`config.mk`:
```
export PLATFORM = sky130hd
export DESIGN_NAME = flipper_ctrl
export DESIGN_NICKNAME = d
export VERILOG_FILES = /design/src/rtl/flipper_ctrl.sv
export SDC_FILE = /design/constraint.sdc
export NUM_CORES = 1
export LEC_CHECK = 0
export ABC_AREA = 1
export BUFFER_PORTS_ARGS = -buffer_cell sky130_fd_sc_hd__buf_2
export CORE_MARGIN = 2
export CORE_UTILIZATION = 59
export CTS_CLUSTER_DIAMETER = 60
export CTS_CLUSTER_SIZE = 16
export DETAILED_ROUTE_END_ITERATION = 10
export PLACE_DENSITY = 0.78
export SLEW_MARGIN = 20
export SYNTH_ARGS = -nofsm -noshare
export SYNTH_HDL_FRONTEND = slang
export SYNTH_HIERARCHICAL = 1
export SYNTH_SLANG_ARGS = --single-unit
```
`constraint.sdc`:
```
create_clock -name clk -period 5.3 [get_ports clk]
set_clock_uncertainty 0.15 [all_clocks]
set_input_delay 0.265 -clock clk [delete_from_list [all_inputs] [get_ports clk]]
set_output_delay 0.265 -clock clk [all_outputs]
set_load 0.05 [all_outputs]
```
`src/rtl/flipper_ctrl.sv`:
```
// Two-flipper controller: synchronized buttons drive per-flipper IDLE/RISE/HOLD/FALL FSMs stepping on a shared tick.
// Optional build macro FLIPPER_DEBOUNCE_EN adds a DEB_CYCLES stability filter on each synchronized button.

module flipper_lane #(
  parameter int REST_Y = 280,
  parameter int TOP_Y  = 240,
  parameter int STEP   = 1
) (
  input  logic        clk,
  input  logic        rst,
  input  logic        tick,
  input  logic        pressed,
  output logic [11:0] y,
  output logic        up
);
  typedef enum logic [1:0] {IDLE, RISE, HOLD, FALL} state_t;

  localparam logic [11:0] REST = 12'(REST_Y);
  localparam logic [11:0] TOP  = 12'(TOP_Y);

  state_t      state, state_nx;
  logic [11:0] y_nx, y_dn, y_up;
  logic [31:0] room_dn, room_up;

  // Headroom is measured in 32 bits so a large STEP saturates instead of wrapping.
  assign room_dn = 32'(y) - 32'(TOP_Y);
  assign room_up = 32'(REST_Y) - 32'(y);
  assign y_dn    = (room_dn > 32'(STEP)) ? y - 12'(STEP) : TOP;
  assign y_up    = (room_up > 32'(STEP)) ? y + 12'(STEP) : REST;

  always_comb begin
    state_nx = state;
    y_nx     = y;
    case (state)
      IDLE: begin
        y_nx = REST;
        if (pressed) state_nx = RISE;
      end
      RISE: begin
        if (!pressed) state_nx = FALL;
        else if (tick) begin
          y_nx = y_dn;
          if (y_dn == TOP) state_nx = HOLD;
        end
      end
      HOLD: begin
        y_nx = TOP;
        if (!pressed) state_nx = FALL;
      end
      FALL: begin
        if (pressed) state_nx = RISE;
        else if (tick) begin
          y_nx = y_up;
          if (y_up == REST) state_nx = IDLE;
        end
      end
      default: begin
        state_nx = IDLE;
        y_nx     = REST;
      end
    endcase
  end

  // up follows the next state so it matches the registered state exactly.
  always_ff @(posedge clk or negedge rst) begin
    if (!rst) begin
      state <= IDLE;
      y     <= REST;
      up    <= 1'b0;
    end else begin
      state <= state_nx;
      y     <= y_nx;
      up    <= (state_nx == RISE);
    end
  end
endmodule

module flipper_ctrl #(
  parameter int REST_Y      = 280,
  parameter int TOP_Y       = 240,
  parameter int STEP        = 1,
  parameter int TICK_PERIOD = 250000,
  parameter int DEB_CYCLES  = 500000
) (
  input  logic        clk,
  input  logic        rst,
  input  logic        btn_left,
  input  logic        btn_right,
  output logic [11:0] lfmy,
  output logic [11:0] rfmy,
  output logic        lf_up,
  output logic        rf_up
);
  localparam int NF = 2;
  localparam int TW = (TICK_PERIOD > 1) ? $clog2(TICK_PERIOD) : 1;

  if (TOP_Y >= REST_Y || TOP_Y < 0 || REST_Y > 4095 || STEP < 1 ||
      TICK_PERIOD < 1 || DEB_CYCLES < 1) begin : g_bad_params
    $error("flipper_ctrl: illegal parameter set");
  end

  logic [NF-1:0]       sync1, sync2, pressed, up_all;
  logic [NF-1:0][11:0] y_all;
  logic [TW-1:0]       tick_cnt;
  logic                tick;

  always_ff @(posedge clk or negedge rst) begin
    if (!rst) begin
      sync1 <= '0;
      sync2 <= '0;
    end else begin
      sync1 <= {btn_right, btn_left};
      sync2 <= sync1;
    end
  end

  assign tick = (tick_cnt == TW'(TICK_PERIOD - 1));

  always_ff @(posedge clk or negedge rst) begin
    if (!rst)      tick_cnt <= '0;
    else if (tick) tick_cnt <= '0;
    else           tick_cnt <= tick_cnt + 1'b1;
  end

  for (genvar i = 0; i < NF; i++) begin : g_deb
`ifdef FLIPPER_DEBOUNCE_EN
    localparam int DW = $clog2(DEB_CYCLES + 1);
    logic [DW-1:0] cnt;
    logic          prs;

    // cnt counts consecutive cycles the input disagrees with prs; any agreement restarts it.
    always_ff @(posedge clk or negedge rst) begin
      if (!rst) begin
        cnt <= '0;
        prs <= 1'b0;
      end else if (sync2[i] == prs) begin
        cnt <= '0;
      end else if (cnt == DW'(DEB_CYCLES - 1)) begin
        cnt <= '0;
        prs <= sync2[i];
      end else begin
        cnt <= cnt + 1'b1;
      end
    end
    assign pressed[i] = prs;
`else
    assign pressed[i] = sync2[i];
`endif
  end

  flipper_lane #(
    .REST_Y(REST_Y),
    .TOP_Y (TOP_Y),
    .STEP  (STEP)
  ) u_lane [NF-1:0] (
    .clk    (clk),
    .rst    (rst),
    .tick   (tick),
    .pressed(pressed),
    .y      (y_all),
    .up     (up_all)
  );

  assign lfmy  = y_all[0];
  assign rfmy  = y_all[1];
  assign lf_up = up_all[0];
  assign rf_up = up_all[1];
endmodule

```
==> impl_metrics.ini <==
[cts]
cts_setup_buffers = 0
cts_buffer_depth = 2
clock_insertion_delay_worst_skew_ns = 0.31
cts_tree = done
cts_max_level = 2
clk_pin_slew_ns = 0.10
numCtsBuffers = 5
root_buffer = clkbuf_8
post_cts_resized = 0
postCtsHoldBufs = 3
cts.sinks = 52

[timing]
max_slew_margin_pct = 55.8
rsz0062_at_grt = false
finalCritPeriodShare_pct = 48.6
worst_slew_pin_slew_ns = 0.663
final.setup.tns_ns = 0
max_freq_mhz = 388
finalSetupViolations = 0
layout_min_cycle_time_ns = 2.58
finalHoldViolCount = 0
slew_violations = 0

[pwr]
p_seq_share_pct = 28.7
switching_power_w = 0.00138
p_per_area_nw_per_um2 = 545
power.share.clock_pct = 11.1
p_int_w = 0.00106
vdd_drop_max_uv = 278
p_sw_share_pct = 56.5
p_leak_nw = 2.24
p_comb_share_pct = 60.2

[die]
dieArea_um2 = 7790
io_pins = 30
die_x_um = 88.2
core_area_um2 = 6830
initial_core_util_pct = 61.3
rows = 30
die_y_um = 88.2

[worst_setup_path]
start_kind = flip-flop
critPathCaptureType = flip-flop
crit_fanout = 7
critical_path_required_ns = 5.36
worstPathArrival_ns = 2.64
path_class = reg -> reg

[cells_and_area]
nNetsFinal = 666
area_growth_pct = 7.38
multi_input_area_um2 = 2430
fin_cells = 752
antenna_cells = 0
seqCellArea_um2 = 1310
layout-drive-gt1-share_pct = 15.5
fillerInstances = 637

[grt]
grt_usage_pct = 27.5
grt_pass1_vias = 3632
grt_antenna_before_repair = 0
grt_pass1_wl_um = 17000
grt_overflow = 0
grt_start_max_net_pins = 53

[detailed_routing]
drt-initial-drc-count = 459
firstDrtPassIters = 5
final_antenna_net_count = 0
post_drt_wl_per_cell_um = 13.8
via_per_inst = 5.46
drc_errors = 0
routed_wl_um = 10400
via_count = 4109

[logic_synthesis]
ys_ff_latch = 52
yosys.area.top_type = dfrtp_1
ys.flop_type = dfrtp_1
synth_area_leaders = dfrtp_1, nand2_1, nor2_1, inv_1, nand3_1
yosysWarningCount = 6
syn_avg_cell_area_um2 = 6.67
synth_cells = 628
synth.cell_area_um2 = 4190
ys_seq_area_share_pct = 31.3
synth_commonest_cells = nand2_1, nor2_1, inv_1
netlist.area_leader.share_pct = 27.5
synth_cell_types = 37
synth_edf_count = 0
synth_nets = 639
ys_async_sr_fraction_pct = 100
synth.most_common_cell = nand2_1

[run_status]
status = complete, no violations

[job]
drv_cap = 0

[placed_design]
place_congestion = 1.03
io_buffers = 29
hpwl_um = 7760
dp_cells = 741

[min_path]
hold_path.class = reg -> reg
[cells in the final DEF (no fill, tap or decap), types with 7 or more instances in the layout]
master and instances:
buf_2 29, a21oi_1 10, nor2_1 89, inv_1 86, nand4_1 7, nand3_1 57, ha_1 7, nor2_4 9
nor2_2 17, nand2_1 158, dfrtp_1 46, nand2_2 19, a31oi_1 7, xor2_1 29, o21ai_0 28
[through the flow]
step	total power, W	cell area, um2	hold slack (ns)	utilization [%]	setup WS [ns]
2_1_floorplan	0.00186	4190	-0.181	-	2.76
6_report	0.00245	4500	0.203	65.8	2.72
3_5_place_dp	0.00214	4360	0.187	63.8	2.76
5_1_grt	0.00262	4500	0.212	65.8	2.54
3_3_place_gp	0.00213	4360	0.183	63.8	2.81
4_1_cts	0.00243	4500	0.208	65.8	2.74
[power by group through the flow]
stage / Combinational [W] / Clock [W] / Sequential [W]
after floorplan: 0.000986 / 0 / 0.000871
after global placement: 0.00143 / 0 / 0.000703
after detailed placement: 0.00143 / 0 / 0.000707
after CTS: 0.00145 / 0.000281 / 0.000700
after global routing: 0.00161 / 0.000292 / 0.000723
final: 0.00147 / 0.000271 / 0.000702
[worst max-delay path: stages, from the launching register on]
cell and delay (ns):
dfrtp_1 0.43, inv_1 0.21, ha_1 0.26, nand2_2 0.10, nand2_1 0.13, nand2_1 0.06
nor2_1 0.13, nand3_1 0.09, nor2_1 0.13, nand2_2 0.13, nand2_1 0.11, nand3_1 0.10
nor2_2 0.13, nand3_1 0.08, nand2_1 0.07, nand2_1 0.05, nand2_1 0.08, nor2_2 0.04
[registers in the layout, summed over array words and instances, names as in the netlist]
signal,flops
u_lane/y,24
tick_cnt,18
u_lane/up,2
sync1,2
pressed,2
u_lane/state,4
[kinds of logic (layout without fill, tap and decap cells)]
group                    after synthesis  after routing  share of synthesized area, %
AO/OA/AOI/OAI                         65             65                          9.12
buffers and inverters                105            133                          10.6
XOR/XNOR                              30             30                          6.28
flip-flops                            52             52                          31.3
adder cells (fa/ha/maj)                7              7                          2.09
AND/OR/NAND/NOR                      369            369                          40.6
[final timing paths]
path	from	end	slack [ns]	depth (start not counted)
worst max-delay path	u_lane[1]/y[0]	u_lane[1]/up	2.72	17
worst min-delay path	sync1[1]	pressed[1]	0.20	0
worst max register to register	u_lane[1]/y[0]	u_lane[1]/up	2.72	17
worst min register to register	sync1[1]	pressed[1]	0.20	0
max in group asynchronous	rst	u_lane[0]/state[1]	4.10	3
min in group asynchronous	rst	u_lane[0]/y[10]	0.46	3
[cell type report]
type,instances,share of cell area [%]
timing repair buffer,33,4.06
inverter,92,7.68
tap,96,2.67
clock buffer,7,1.70
multi-input combinational,471,54.1
clock inverter,1,0.668
sequential,52,29.1
[metal layers]
| layer | up-vias | share of wire (%) | GRT usage [%] |
|---|---|---|---|
| li1 | 2028 | - | - |
| met5 | - | 0 | 0 |
| met3 | 12 | 7.5 | 4.01 |
| met1 | 1876 | 46 | 40.7 |
| met4 | 0 | 0.89 | 5.79 |
| met2 | 193 | 45 | 43.1 |
No activity file was read; power rests on OpenSTA's default activity.
